## config.mk

```make
export PLATFORM = sky130hd
export DESIGN_NAME = muldiv_sequencer
export DESIGN_NICKNAME = d
export VERILOG_FILES = /design/src/rtl/muldiv_pkg.sv /design/src/rtl/muldiv_step.sv /design/src/rtl/muldiv_sequencer.sv
export SDC_FILE = /design/constraint.sdc
export NUM_CORES = 1
export LEC_CHECK = 0
export CAP_MARGIN = 20
export CORE_MARGIN = 4
export CORE_UTILIZATION = 50
export DETAILED_ROUTE_END_ITERATION = 7
export HOLD_SLACK_MARGIN = 0.15
export PLACE_DENSITY_LB_ADDON = 0.05
export RECOVER_POWER = 25
export SLEW_MARGIN = 20
export SYNTH_ARGS = -nofsm -noshare
export SYNTH_HDL_FRONTEND = slang
export SYNTH_HIERARCHICAL = 1
export SYNTH_SLANG_ARGS = --single-unit
```

## constraint.sdc

```tcl
create_clock -name clk -period 8 [get_ports clk]
set_clock_uncertainty 0.05 [all_clocks]
set_input_delay 2.4 -clock clk [delete_from_list [all_inputs] [get_ports clk]]
set_output_delay 2.4 -clock clk [all_outputs]
set_load 0.005 [all_outputs]
```

## src/rtl/muldiv_pkg.sv

```systemverilog
// Shared types and constants for the RV32M multiply/divide sequencer.
// Holds the FSM state encoding and the Funct3 opcode map.
package muldiv_pkg;

  localparam int XLEN  = 32;
  localparam int ITERS = 32;
  localparam int CW    = $clog2(ITERS);

  localparam logic [2:0] F3_MUL    = 3'b000;
  localparam logic [2:0] F3_MULH   = 3'b001;
  localparam logic [2:0] F3_MULHSU = 3'b010;
  localparam logic [2:0] F3_MULHU  = 3'b011;
  localparam logic [2:0] F3_DIV    = 3'b100;
  localparam logic [2:0] F3_DIVU   = 3'b101;
  localparam logic [2:0] F3_REM    = 3'b110;
  localparam logic [2:0] F3_REMU   = 3'b111;

  typedef enum logic [2:0] {
    IDLE,
    PREP,
    CALC,
    FIX,
    DONE
  } state_t;

endpackage

```

## src/rtl/muldiv_step.sv

```systemverilog
// One iteration of unsigned shift-add multiply or restoring divide.
// Operand bits are picked by the iteration counter; acc holds the state.
module muldiv_step #(
  parameter int XLEN = 32
) (
  input  logic              is_div,
  input  logic [2*XLEN-1:0] acc,
  input  logic [XLEN-1:0]   a,
  input  logic [XLEN-1:0]   b,
  input  logic [4:0]        count,
  output logic [2*XLEN-1:0] acc_next
);
  import muldiv_pkg::*;

  logic [XLEN:0]   sum;
  logic [XLEN:0]   shifted;
  logic [XLEN+1:0] diff;
  logic            ge;

  // Multiply walks b LSB-first; divide feeds a MSB-first into the remainder.
  always_comb begin
    sum = {1'b0, acc[2*XLEN-1:XLEN]}
        + (b[count] ? {1'b0, a} : '0);
    shifted = {acc[2*XLEN-1:XLEN], a[~count]};
    diff = {1'b0, shifted} - {2'b00, b};
    ge = ~diff[XLEN+1];
    if (is_div) begin
      acc_next = {
        ge ? diff[XLEN-1:0] : shifted[XLEN-1:0],
        acc[XLEN-2:0],
        ge
      };
    end else begin
      acc_next = {sum, acc[XLEN-1:1]};
    end
  end

endmodule

```

## src/rtl/muldiv_sequencer.sv

```systemverilog
// Multi-cycle RV32M multiply/divide unit with pipeline stall/flush.
// Signed ops run on magnitudes and are sign-corrected in FIX.
module muldiv_sequencer #(
  parameter int XLEN = 32
) (
  input  logic            clk,
  input  logic            reset,
  input  logic            Start,
  input  logic [2:0]      Funct3,
  input  logic [XLEN-1:0] SrcA,
  input  logic [XLEN-1:0] SrcB,
  input  logic            Flush,
  output logic            Busy,
  output logic            Done,
  output logic            Stall,
  output logic [XLEN-1:0] Result
);
  import muldiv_pkg::*;

  localparam int W2 = 2 * XLEN;

  state_t state;
  state_t state_nx;

  logic [2:0]      fn;
  logic [XLEN-1:0] a_q;
  logic [XLEN-1:0] b_q;
  logic            res_neg;
  logic [W2-1:0]   acc;
  logic [W2-1:0]   acc_nx;
  logic [CW-1:0]   count;

  logic            is_div;
  logic            is_rem;
  logic            sgn_a;
  logic            sgn_b;
  logic            neg_a;
  logic            neg_b;
  logic [XLEN-1:0] abs_a;
  logic [XLEN-1:0] abs_b;
  logic            div_zero;
  logic            ovf;
  logic            early;
  logic [XLEN-1:0] early_val;
  logic [W2-1:0]   prod;
  logic [XLEN-1:0] quot;
  logic [XLEN-1:0] rem;
  logic [XLEN-1:0] fix_val;

  muldiv_step #(
    .XLEN(XLEN)
  ) u_step (
    .is_div  (is_div),
    .acc     (acc),
    .a       (a_q),
    .b       (b_q),
    .count   (count),
    .acc_next(acc_nx)
  );

  always_comb begin
    is_div = fn[2];
    is_rem = fn[2] & fn[1];
    sgn_a = (fn == F3_MULH) | (fn == F3_MULHSU)
          | (fn == F3_DIV) | (fn == F3_REM);
    sgn_b = (fn == F3_MULH) | (fn == F3_DIV)
          | (fn == F3_REM);
    neg_a = sgn_a & a_q[XLEN-1];
    neg_b = sgn_b & b_q[XLEN-1];
    abs_a = neg_a ? -a_q : a_q;
    abs_b = neg_b ? -b_q : b_q;
    div_zero = is_div & (b_q == '0);
    ovf = is_div & sgn_b
        & (a_q == {1'b1, {(XLEN-1){1'b0}}})
        & (b_q == '1);
    early = div_zero | ovf;
    if (div_zero) begin
      early_val = is_rem ? a_q : '1;
    end else begin
      early_val = is_rem ? '0
                : {1'b1, {(XLEN-1){1'b0}}};
    end
    prod = res_neg ? -acc : acc;
    quot = res_neg ? -acc[XLEN-1:0] : acc[XLEN-1:0];
    rem  = res_neg ? -acc[W2-1:XLEN] : acc[W2-1:XLEN];
    fix_val = quot;
    unique case (1'b1)
      (fn == F3_MUL):          fix_val = prod[XLEN-1:0];
      (!is_div && fn != F3_MUL): fix_val = prod[W2-1:XLEN];
      (is_div && !is_rem):     fix_val = quot;
      (is_rem):                fix_val = rem;
      default:                 fix_val = quot;
    endcase
  end

  always_comb begin
    state_nx = state;
    unique case (state)
      IDLE: if (Start && !Flush) state_nx = PREP;
      PREP: begin
        if (Flush) state_nx = IDLE;
        else if (early) state_nx = DONE;
        else state_nx = CALC;
      end
      CALC: begin
        if (Flush) state_nx = IDLE;
        else if (count == CW'(ITERS - 1)) state_nx = FIX;
      end
      FIX:  state_nx = Flush ? IDLE : DONE;
      DONE: state_nx = IDLE;
      default: state_nx = IDLE;
    endcase
  end

  always_ff @(posedge clk or posedge reset) begin
    if (reset) state <= IDLE;
    else state <= state_nx;
  end

  always_ff @(posedge clk or posedge reset) begin
    if (reset) begin
      fn      <= '0;
      a_q     <= '0;
      b_q     <= '0;
      res_neg <= 1'b0;
      acc     <= '0;
      count   <= '0;
      Result  <= '0;
    end else begin
      unique case (state)
        IDLE: begin
          if (Start && !Flush) begin
            fn  <= Funct3;
            a_q <= SrcA;
            b_q <= SrcB;
          end
        end
        PREP: begin
          a_q     <= abs_a;
          b_q     <= abs_b;
          res_neg <= is_rem ? neg_a : (neg_a ^ neg_b);
          acc     <= '0;
          count   <= '0;
          if (!Flush && early) Result <= early_val;
        end
        CALC: begin
          acc   <= acc_nx;
          count <= count + 1'b1;
        end
        FIX: if (!Flush) Result <= fix_val;
        default: ;
      endcase
    end
  end

  // Reset gating keeps Stall low even if Start is held during reset.
  assign Busy  = (state == PREP) | (state == CALC)
               | (state == FIX);
  assign Done  = (state == DONE);
  assign Stall = ~reset
               & (((state == IDLE) & Start) | Busy);

endmodule
```

Word level (Yosys, flattened, before mapping):

Cells that the tools add are included.

* equal/unequal tests: 17
* magnitude comparators: 2
* reductions and logical operators: 17
* divide/modulo/power cells: 0
* bitwise gates (word level): 22
* shift operators: 0
* multiplexer cells: 33
* multipliers: 0
* $add $sub $neg: 8

Operators with widths (number)
* 32-bit 2-to-1 mux: 13
* 32-bit one-hot mux with 2 select lines: 3
* 64-bit 2-to-1 mux: 2
* 32-bit negation: 4
* 64-bit one-hot mux with 2 select lines: 1
* 32-bit one-hot mux with 3 select lines: 1
* 32-bit == test (second input constant): 2
* 64-bit negation: 1
* 33-bit by 32-bit subtractor with 34-bit output: 1
* 32-bit by 33-bit adder with 33-bit output: 1
* 32-bit zero test: 1
* 3-bit 2-to-1 mux: 6
* 5-bit by 6-bit less-than comparator with 1-bit output (second input constant): 2
* 3-bit one-hot mux with 4 select lines: 1
* 1-bit binary-select mux with 5-bit select: 2
* 2-bit inequality test (second input constant): 5
* 5-bit one-hot mux with 2 select lines: 1
* 1-bit bitwise AND: 9
* 3-bit by 2-bit == test with 1-bit output (second input constant): 3
* 3-bit == test (second input constant): 3
* 1-bit OR: 9
* 3-bit AND reduction: 3
* 3-bit by 1-bit == test with 1-bit output (second input constant): 2
* 3-bit zero test: 2
* other kinds (12): 21

* memories: 0
* output and inout bits: 35
* bits in latches: 0
* bits in writable memories: 0
* ROM bits: 0
* register bits: 172

Logic depth before layout (Yosys ltp):

Gate-level depths: netlist (run 1).

* word-level depth: 10
* depth in mapped cells: 19

Cells and area by module:

The synthesis (run 1) kept the hierarchy.

By module, submodules not included
* muldiv_sequencer: instances 1, area an instance 11493.5 um^2, cells each 1421, sequential area each 4304.1 um^2
* muldiv_step: instances 1, area an instance 5134.9 um^2, cells each 698, sequential area each 0.0 um^2

Least setup slack after synthesis (run 1):

Ideal clock, no wire load.

* path kind: flip-flop to flip-flop
* from: register count[0]
* to: register acc[59]
* stages on the path, launching flop included: 20
* setup slack: 2950 ps
* arrival time: 4879 ps
* path buffers: 3
* path through: dfrtp_1 buf_2 buf_4 mux4_2 mux4_2 mux2i_1 buf_2 nor2b_1 ha_1 fa_1 a21oi_2 nor3_1 a311oi_2 a211oi_1 nor4_2 nor3_1 a311oi_2 xnor2_1 a211o_1 a22o_1

* longest elaborated chain between the ends: 7
* elaborated cells on any way between the ends: 11
* those cells by class: add/sub: 2; mux: 8; bitwise: 1

Ends and longest elaborated chain
* from (decl): line muldiv_sequencer.sv:31 `logic [CW-1:0] count;`
* from (signal assigned): line muldiv_sequencer.sv:148 `count <= count + 1'b1;`
* 5-bit NOT: line muldiv_step.sv:24 `shifted = {acc[2*XLEN-1:XLEN], a[~count]};`
* 1-bit binary-select mux with 5-bit select: line muldiv_step.sv:24
* 1-bit 2-to-1 mux (implied by the code): line muldiv_step.sv:24
* 33-bit by 32-bit subtractor with 34-bit output: line muldiv_step.sv:25 `diff = {1'b0, shifted} - {2'b00, b};`
* 32-bit 2-to-1 mux: line muldiv_step.sv:29 `ge ? diff[XLEN-1:0] : shifted[XLEN-1:0],`
* 64-bit 2-to-1 mux (*): line muldiv_step.sv:27 `if (is_div) begin`
* net acc_nx[59]: line muldiv_sequencer.sv:30 `logic [W2-1:0] acc_nx;`
* 64-bit one-hot mux with 2 select lines (*): line muldiv_sequencer.sv:130 `unique case (state)`
* to (signal assigned): line muldiv_sequencer.sv:147 `acc <= acc_nx;`
* to (decl): line muldiv_sequencer.sv:29 `logic [W2-1:0] acc;`

The timed path passes the listed nets; every way through them passes the cells marked *. The select of a mux whose other input is x is not followed.
A chain may end at the register's enable or synchronous reset.

Worst setup path in the final report (run 1):

* from: register state[2]
* to: register a_q[29]

* longest elaborated chain between the ends: 3
* elaborated cells on any way between the ends: 7
* those cells by class: eq/ne: 3; mux: 1; reduce/logical: 3

Ends and longest elaborated chain
* from (decl): line muldiv_sequencer.sv:22 `state_t state;`
* from (signal assigned): line muldiv_sequencer.sv:117 `else state <= state_nx;`
* 3-bit by 1-bit == test with 1-bit output / 3-bit zero test (equally long branches): line muldiv_sequencer.sv:130
* 2-bit inequality test (no line) / 2-bit nonzero test (equally long branches)
* 3-bit AND reduction (no line)
* to (signal assigned): line muldiv_sequencer.sv:134 `a_q <= SrcA;`
* to (signal assigned): line muldiv_sequencer.sv:139 `a_q <= abs_a;`
* to (decl): line muldiv_sequencer.sv:26 `logic [XLEN-1:0] a_q;`

Parallel ways exist; a longest one is shown, timed or not.

==> results of run 1 <==
==> registers in the layout, summed over array words and instances, names as in the netlist <==
register / count
Result: 32
a_q: 32
acc: 64
b_q: 32
count: 5
fn: 3
res_neg: 1
state: 3
==> power by group <==
part           internal (mW)  switching (mW)  leakage, nW  total, mW
registers               1.07           0.718         2.18       1.78
clock network          0.479           0.429        0.307      0.908
logic                   1.55            2.34         4.99       3.89
total                   3.10            3.48         7.49       6.58
==> through the flow <==
| step | cell area, µm² | hold slack (ns) | total power [mW] | setup slack, ns | utilization [%] |
|---|---|---|---|---|---|
| after floorplan | 16600 | 0.423 | 4.34 | 0.890 | - |
| after global placement | 17800 | 0.429 | 5.49 | 1.90 | 54.6 |
| after detailed placement | 17800 | 0.426 | 5.54 | 1.89 | 54.6 |
| after CTS | 18500 | 0.443 | 6.46 | 1.89 | 56.5 |
| after global routing | 18400 | 0.480 | 6.99 | 1.15 | 56.4 |
| final | 18400 | 0.440 | 6.58 | 1.78 | 56.4 |
==> critical path, cell delays in order, from the launching register on <==
cell and delay [ns]:
dfrtp_1 0.53, nor2_1 0.19, and2_0 1.68, clkbuf_1 2.74, o311ai_0 0.51, o21ai_0 0.24, a21oi_1 0.12
==> cells in the mapped netlist, drive strengths merged, types with 21 or more instances <==
cell type	n	area, µm²
a21oi	192	968
nor2	183	687
dfrtp	172	4300
nand2	171	642
o21ai	140	704
clkbuf	134	503
nor3	75	375
a22o	74	648
inv	73	274
ha	71	888
nand3	56	280
xnor2	56	490
xor2	46	403
o22ai	45	282
mux2i	43	430
nor2b	43	269
a31oi	42	263
nor4	38	244
mux2	37	417
nand4	29	181
or3	29	181
a211oi	25	193
o31ai	25	188
a21o	24	180
buf	23	124
and3	21	131
==> cell type report <==
cell class	instances	share of cell area, %
repair buffers	129	6.61
clock inverters	15	1.09
clock buffers	17	2.31
flip-flops and latches	172	23.3
inverters	75	1.54
multi-input cells	1715	62.1
well taps	442	3.00
==> kinds of logic (layout without fill, tap and decap cells) <==
group                    Yosys count  after routing
AO/OA/AOI/OAI                    714            714
adder cells (fa/ha/maj)           73             73
flip-flops                       172            172
XOR/XNOR                         102            102
multiplexers                     100            100
AND/OR/NAND/NOR                  726            726
buffers and inverters            232            236
==> path summary, 6_finish.rpt <==
path,end,start,cells past startpoint
worst max register to register,a_q[29],state[2],6
worst min-delay path,Result[6],Result[6],2
worst max-delay path,a_q[29],state[2],6
max in group asynchronous,fn[2],reset,2
worst min register to register,Result[6],Result[6],2
min in group asynchronous,state[0],reset,2
==> layer usage <==
| metal | GRT usage [%] | wire length, µm |
|---|---|---|
| met1 | 48.3 | 26800 |
| met5 | 0 | 0 |
| met2 | 51.9 | 28000 |
| met4 | 10.3 | 1850 |
| met3 | 6.63 | 5830 |
==> out/results.ini, run 1 <==
[outcome]
violations=max-capacitance violations, max-slew violations
outcome=complete, but fails checks

[sta]
drv_slew=370
rsz0062_at_grt=no
tightest_slew_ns=3.92
finalCritPeriodShare_pct=77.8
setup_viol=0
max_freq_mhz=161
slew_headroom_pct=-163
tns_ns=0
final.min_clock_period_ns=6.22
hold_viol=0

[yosys]
synth_enable_flop_cells=0
seq_area_frac_synth_pct=25.9
synthFlopType=dfrtp_1
synthSimpleGateAreaFrac_pct=21.6
synth_xor_area_share_pct=5.37
postSynthCellCount=2119
synth.distinct_cells=94
synth-compound-area-share_pct=28.2
avgSynthCellArea_um2=7.85
ys_seq_elements=172
syn_nets=2263
synth_fa_ha_area_share_pct=5.58
yosysWarningCount=6
synthesis.area_um2=16600
async_flop_share_pct=100
synth.mux.area_fraction_pct=7.80
synth_top_family_by_area=compound AO/OA/AOI/OAI gates

[pwr]
vdd_drop_max_mv=0.203
power_density_nw_per_um2=357
leakage_nw=7.49

[clock_network]
post_cts_resized=0
cts_hold_buf=0
cts_root_buf=clkbuf_16
cts_tree=done
cts_buffers=17
htree_levels=4
postCtsSetupBuffers=0
cts_sinks=172
clk_pin_slew_ns=0.08
clockBufferDepth=2
worstSkewPairLatency_ns=0.47

[floorplan]
die_area_um2=36200
initial_utilization_pct=50.8
die_w_um=190
fp-row-count=66
io_pins=106
core_area_um2=32700
fp.dieH_um=190

[global_routing]
grtUsageTotal_pct=33.8
grt_overflow=0
grt_pass1_wl_um=95900
grt_start_max_net_pins=97
antenna_found_initial=0
first_global_vias=16100

[detailed_routing]
ant_nets=0
drtIter0Drc=2131
drt_first_pass_iters=6
drc=0
wl_per_cell_um=24.4
via_per_inst=6.75
drt-total-wl_um=62500
vias=17300

[critical_path]
path_class=flop to flop
cp_max_fo=96
cp-end-kind=flop
r2r_slack_ns=1.78
worstPathArrival_ns=6.48
cp-start-kind=flop
cp.required_ns=8.26

[cells_and_area]
multi_input_area_um2=11500
synthToLayoutAreaGrowth_pct=10.9
final_common_cell=a21oi_1
layout_common_cells=a21oi_1 (190), nor2_1 (183), nand2_1 (171), dfrtp_1 (170), o21ai_0 (133)
fillers=3145
instances_no_fill=2565
ff_latch_area_um2=4310
antenna_cells=0
final_nets=2254
drive_gt1_share_pct=7.02

[hold_path]
min_path_type=flop to flop

[placement]
gp_congestion=0.983
hpwl_um=46100
post-place-cells=2533
portBuffers=105

[job]
drv_cap=6

Power figures use the tool's default switching activity.
==> inputs of run 2 (changes only) <==
clock period = 5.62 ns   (was 8 ns; I/O delays follow)
==> run 2 against run 1 <==
Against the previous run:
- the run still ends with max-capacitance violations, max-slew violations left
- first-iteration DRC count rose by 0.94%
- flip-flop and latch count unchanged
- clock-buffer cell count rose by 2
- clock power up 44%
- global-route usage grew 0.88 points
- setup slack got worse by 1.4 ns
- critical endpoint is now acc[59]
- largest power group unchanged
==> out/results.ini, run 2 (synthesis results as in run 1) <==
[outcome]
outcome=complete, but fails checks
violations=max-capacitance violations, max-slew violations

[clock_network]
clockBufferDepth=2  ; unchanged
htree_levels=4  ; unchanged
clk_pin_slew_ns=0.08  ; about the same
worstSkewPairLatency_ns=0.47  ; about the same
cts_buffers=17  ; unchanged
postCtsSetupBuffers=0  ; unchanged
cts_root_buf=clkbuf_16
cts_tree=done
cts_sinks=172  ; unchanged
cts_hold_buf=0  ; unchanged

[detailed_routing]
wl_per_cell_um=24.6  ; +1.0%
drt-total-wl_um=64200  ; +2.6%
vias=17700  ; +2.3%
drt_first_pass_iters=8  ; +2
drc=0  ; unchanged
drtIter0Drc=2151  ; +0.94%
via_per_inst=6.80  ; +0.68%
ant_nets=0  ; unchanged

[cells_and_area]
instances_no_fill=2606  ; +1.6%
synthToLayoutAreaGrowth_pct=12.8
layout_common_cells=a21oi_1 (190), nor2_1 (181), nand2_1 (171), dfrtp_1 (168), o21ai_0 (133)
drive_gt1_share_pct=8.96  ; +1.9 points
largest-register=acc
fillers=3081  ; -2.0%
final_common_cell=a21oi_1
final_nets=2295  ; +1.8%
largest_register_ffs=64  ; unchanged
antenna_cells=0  ; unchanged

[floorplan]
initial_utilization_pct=50.8  ; unchanged
core_area_um2=32700  ; unchanged
io_pins=106  ; unchanged
fp.dieH_um=190  ; unchanged
fp-row-count=66  ; unchanged
die_w_um=190  ; unchanged
die_area_um2=36200  ; unchanged

[pwr]
power_frac_clock_pct=13.7  ; about the same
pwr-share-comb_pct=62.6  ; +3.5 points
power_density_nw_per_um2=510  ; +43%
internal-power_mw=4.58  ; +48%
vdd_drop_max_mv=0.319  ; +57%
p_switching_mw=4.98  ; +43%
power.share.sequential_pct=23.7  ; -3.4 points
leakage_nw=7.69  ; +2.7%
sw_frac_of_total_pct=52.1  ; -0.82 points

[critical_path]
cp_cell_sequence=mux4_2, mux4_2, mux2i_2, buf_4, nor2b_1, ha_1, nand3_1, nor3_1, a311oi_2, a211oi_1, nor4_2, nor3_1, a311oi_2, xnor2_1, a211o_1, a22o_1
worst_path_largest_cell_delay_ns=0.55  ; -2.19 ns
cp-start-kind=flop
cp_top_family=multiplexers
worst-path-buf-inv=1  ; unchanged
worstPathArrival_ns=5.50  ; -0.98 ns
cp.required_ns=5.91  ; -2.35 ns
cp-end-kind=flop
cpMaxStageDelayCell=mux4_2
cp_max_fo=27  ; -72%
path_class=flop to flop

[placement]
post-place-cells=2574  ; +1.6%
hpwl_um=47300  ; +2.7%
gp_congestion=0.988  ; +0.48%
portBuffers=105  ; unchanged
dp_slack_ns=0.277  ; -1.61 ns

[global_routing]
grtUsageTotal_pct=34.7  ; +0.88 points
grt_pass1_wl_um=98500  ; +2.6%
grt_start_max_net_pins=173  ; +78%
first_global_vias=16200  ; +0.73%
grt_overflow=0  ; unchanged
antenna_found_initial=2  ; +2

[sta]
tns_ns=0  ; unchanged
finalCritPeriodShare_pct=92.7  ; +15 points
final.min_clock_period_ns=5.21  ; -1.01 ns
hold_viol=0  ; unchanged
max_freq_mhz=192  ; +19%
drv_slew=351  ; -5.1%
rsz0062_at_grt=no
setup_viol=0  ; unchanged
tightest_slew_ns=3.66  ; -0.261 ns
setup_ws_ns=0.412  ; -1.37 ns
slew_headroom_pct=-144  ; +19 points

[job]
drv_cap=4  ; -2

[hold_path]
min_path_type=flop to flop

==> run 2: cell types whose count changed in the layout (fill, tap and decap cells not counted), moves of 2 or more <==
| cell | previous run | this run |
|---|---|---|
| clkinv_8 | 3 | 0 |
| nor2_1 | 183 | 181 |
| dfrtp_2 | 2 | 4 |
| dfrtp_1 | 170 | 168 |
| buf_4 | 21 | 61 |
| inv_6 | 5 | 3 |
==> run 2: timing repair <==
item                                   4_1_cts  5_1_grt
gates resized for setup                      0        3
setup endpoints to repair                    0        5
endpoints found under the hold margin        0        0
==> run 2: layout make-up <==
| cell class | count | area [µm²] | area share (%) |
|---|---|---|---|
| Inverter | 75 | 287 | 1.53 |
| Multi-Input combinational cell | 1715 | 11500 | 61.1 |
| Clock inverter | 13 | 178 | 0.947 |
| Clock buffer | 19 | 443 | 2.36 |
| Sequential cell | 172 | 4310 | 23.0 |
| Tap cell | 442 | 553 | 2.95 |
| Timing Repair Buffer | 170 | 1530 | 8.15 |
==> run 2: through the flow <==
stage | power [mW] | cell area (µm²) | hold WS, ns | util (%)
after floorplan | 6.17 | 16600 | 0.423 | -
after global placement | 8.00 | 18200 | 0.427 | 55.5
after detailed placement | 8.07 | 18200 | 0.437 | 55.6
after CTS | 9.39 | 18800 | 0.453 | 57.4
after global routing | 10.1 | 18800 | 0.484 | 57.4
final | 9.56 | 18800 | 0.448 | 57.4
==> run 2: path summary, 6_finish.rpt <==
check                      startpoint        end  slack, ns  cells after the start
setup / recovery             count[0]    acc[59]       0.41                     16
hold / removal              Result[6]  Result[6]       0.45                      2
setup reg to reg             count[0]    acc[59]       0.41                     16
hold reg to reg             Result[6]  Result[6]       0.45                      2
max in group asynchronous       reset      fn[2]       1.16                      3
min in group asynchronous       reset    a_q[20]       2.55                      3
==> run 2: power by group through the flow <==
| stage | Combinational (mW) | Clock [mW] | Sequential [mW] |
|---|---|---|---|
| 5_1_grt | 6.47 | 1.37 | 2.31 |
| 3_3_place_gp | 5.74 | 0 | 2.26 |
| 3_5_place_dp | 5.80 | 0 | 2.26 |
| 6_report | 5.99 | 1.31 | 2.27 |
| 4_1_cts | 5.83 | 1.32 | 2.24 |
| 2_1_floorplan | 4.28 | 0 | 1.89 |
==> run 2: worst register-to-register path, stage by stage, from the launching register on <==
cell,delay (ns)
dfrtp_2,0.54
mux4_2,0.55
mux4_2,0.51
mux2i_2,0.35
buf_4,0.35
nor2b_1,0.08
ha_1,0.42
nand3_1,0.13
nor3_1,0.22
a311oi_2,0.12
a211oi_1,0.43
nor4_2,0.10
nor3_1,0.39
a311oi_2,0.19
xnor2_1,0.16
a211o_1,0.29
a22o_1,0.20
==> run 2: layer usage <==
metal  track usage [%]  wire length [µm]  vias up
li1                  -                 -     7993
met5                 0                 0        -
met1              49.4             27200     8607
met3              6.54              6020      157
met4              11.8              2310        0
met2              53.1             28600      957
==> inputs of run 3 (changes only) <==
REMOVE_ABC_BUFFERS = 1   (was unset)
clock period = 6.49 ns   (was 5.62 ns; I/O delays follow)
==> run 3 against run 2 <==
Against the previous run:
- the flow still finishes with violations (max-capacitance violations, max-slew violations)
- register-to-register slack improved by 0.44 ns
- worst hold slack got worse by 0.0042 ns
- non-clock buffer count fell by 32
- critical path depth fell by 1
- via count fell by 1.7%
- largest cell class unchanged
==> out/results.ini, run 3 (synthesis results as in run 1) <==
[detailed_routing]
vias=17400  ; -1.7%
drtIter0Drc=1980  ; -7.9%
drc=0  ; unchanged
via_per_inst=6.75  ; -0.76%
drt-total-wl_um=61200  ; -4.7%
drt_first_pass_iters=5  ; -3
wl_per_cell_um=23.7  ; -3.8%
ant_nets=0  ; unchanged

[critical_path]
cp.required_ns=6.78  ; +0.87 ns
cp-end-kind=flop
path_class=flop to flop
cp-start-kind=flop
cp_max_fo=19  ; -30%
worstPathArrival_ns=5.93  ; +0.43 ns

[sta]
finalCritPeriodShare_pct=86.8  ; -5.8 points
setup_viol=0  ; unchanged
slew_headroom_pct=-135  ; +9.3 points
drv_slew=289  ; -18%
tightest_slew_ns=3.52  ; -0.140 ns
hold_viol=0  ; unchanged
final.min_clock_period_ns=5.64  ; +0.428 ns
max_freq_mhz=177  ; -7.6%
rsz0062_at_grt=no
tns_ns=0  ; unchanged

[clock_network]
clk_pin_slew_ns=0.07  ; about the same
worstSkewPairLatency_ns=0.46  ; about the same
cts_root_buf=clkbuf_16
cts_hold_buf=0  ; unchanged
cts_sinks=172  ; unchanged
cts_buffers=17  ; unchanged
post_cts_resized=0  ; unchanged
cts_tree=done
htree_levels=4  ; unchanged
clockBufferDepth=2  ; unchanged
postCtsSetupBuffers=0  ; unchanged

[pwr]
power_density_nw_per_um2=438  ; -14%
vdd_drop_max_mv=0.249  ; -22%
totalPowerFinal_mw=8.14  ; -15%
leakage_nw=7.53  ; -2.0%

[job]
drv_cap=4  ; unchanged

[cells_and_area]
post-route-cell-area_um2=18600  ; -1.1%
final_nets=2263  ; -1.4%
synthToLayoutAreaGrowth_pct=11.6
post-route-util_pct=56.7  ; -0.65 points
final_common_cell=a21oi_1
drive_gt1_share_pct=7.50  ; -1.5 points
layout_common_cells=a21oi_1 (190), nor2_1 (181), dfrtp_1 (170), nand2_1 (170), o21ai_0 (133)
fillers=3134  ; +1.7%
largest-register=acc
largest_register_ffs=64  ; unchanged

[global_routing]
grtUsageTotal_pct=33.0  ; -1.6 points
antenna_found_initial=2  ; unchanged
first_global_vias=16300  ; +0.32%
grt_start_max_net_pins=96  ; -45%
grt_overflow=0  ; unchanged
grt_pass1_wl_um=94800  ; -3.7%

[floorplan]
initial_utilization_pct=50.8  ; unchanged
io_pins=106  ; unchanged
core_area_um2=32700  ; unchanged
die_w_um=190  ; unchanged
fp.dieH_um=190  ; unchanged
fp-row-count=66  ; unchanged
die_area_um2=36200  ; unchanged

[hold_path]
min_path_type=flop to flop

[placement]
place_area_um2=17900  ; -1.3%
portBuffers=105  ; unchanged
hpwl_um=44800  ; -5.3%
gp_congestion=0.970  ; -1.8%

[outcome]
outcome=complete, but fails checks
violations=max-capacitance violations, max-slew violations

-- run 3: where the power goes --
group          switching [mW]  internal, mW  leakage, nW
clock                   0.512         0.628        0.303
sequential              0.834          1.31         2.18
combinational            2.91          1.94         5.04
total                    4.25          3.88         7.53
-- run 3: path summary, 6_finish.rpt --
path / start / endpoint / slack [ns] / depth (start not counted)
worst max-delay path: count[1] / acc[62] / 0.85 / 15
worst min-delay path: Result[28] / Result[28] / 0.44 / 2
worst max register to register: count[1] / acc[62] / 0.85 / 15
worst min register to register: Result[28] / Result[28] / 0.44 / 2
max in group asynchronous: reset / res_neg / 2.52 / 2
min in group asynchronous: reset / fn[2] / 2.59 / 2
-- run 3: per-layer routing --
| layer | global-route usage (%) | wire length (µm) | vias up |
|---|---|---|---|
| met2 | 49.4 | 26700 | 809 |
| met1 | 48.4 | 27600 | 8529 |
| met3 | 6.24 | 5040 | 120 |
| li1 | - | - | 7960 |
| met5 | 0 | 0 | - |
| met4 | 10.5 | 1890 | 0 |
-- run 3: area by class of cell --
cell class              count  area [µm²]  share of cell area, %
clock buffers              19         443                   2.39
multi-input cells        1715       11500                   61.8
flip-flops and latches    172        4310                   23.2
inverters                  75         287                   1.54
clock inverters            13         178                  0.958
diodes                      8        20.0                  0.108
well taps                 442         553                   2.98
repair buffers            138        1300                   6.99
-- run 3: critical path: stages, from the launching register on --
cell      delay, ns
dfrtp_1        0.84
mux4_2         0.43
mux4_2         0.51
mux2i_2        0.42
nor2b_1        0.17
ha_1           0.33
a211oi_1       0.23
o31ai_1        0.19
o41ai_1        0.51
a21oi_1        0.26
a21oi_1        0.41
o22ai_1        0.21
o31ai_1        0.32
xor2_1         0.21
o221ai_1       0.13
a22o_1         0.29
-- run 3: stage by stage --
step | hold WS [ns] | setup slack, ns | std cells
after floorplan | 0.423 | -1.74 | 1962
after global placement | 0.421 | 1.22 | 2542
after detailed placement | 0.435 | 1.13 | 2542
after CTS | 0.453 | 1.09 | 2574
after global routing | 0.459 | 0.629 | 2574
final | 0.444 | 0.854 | 2582
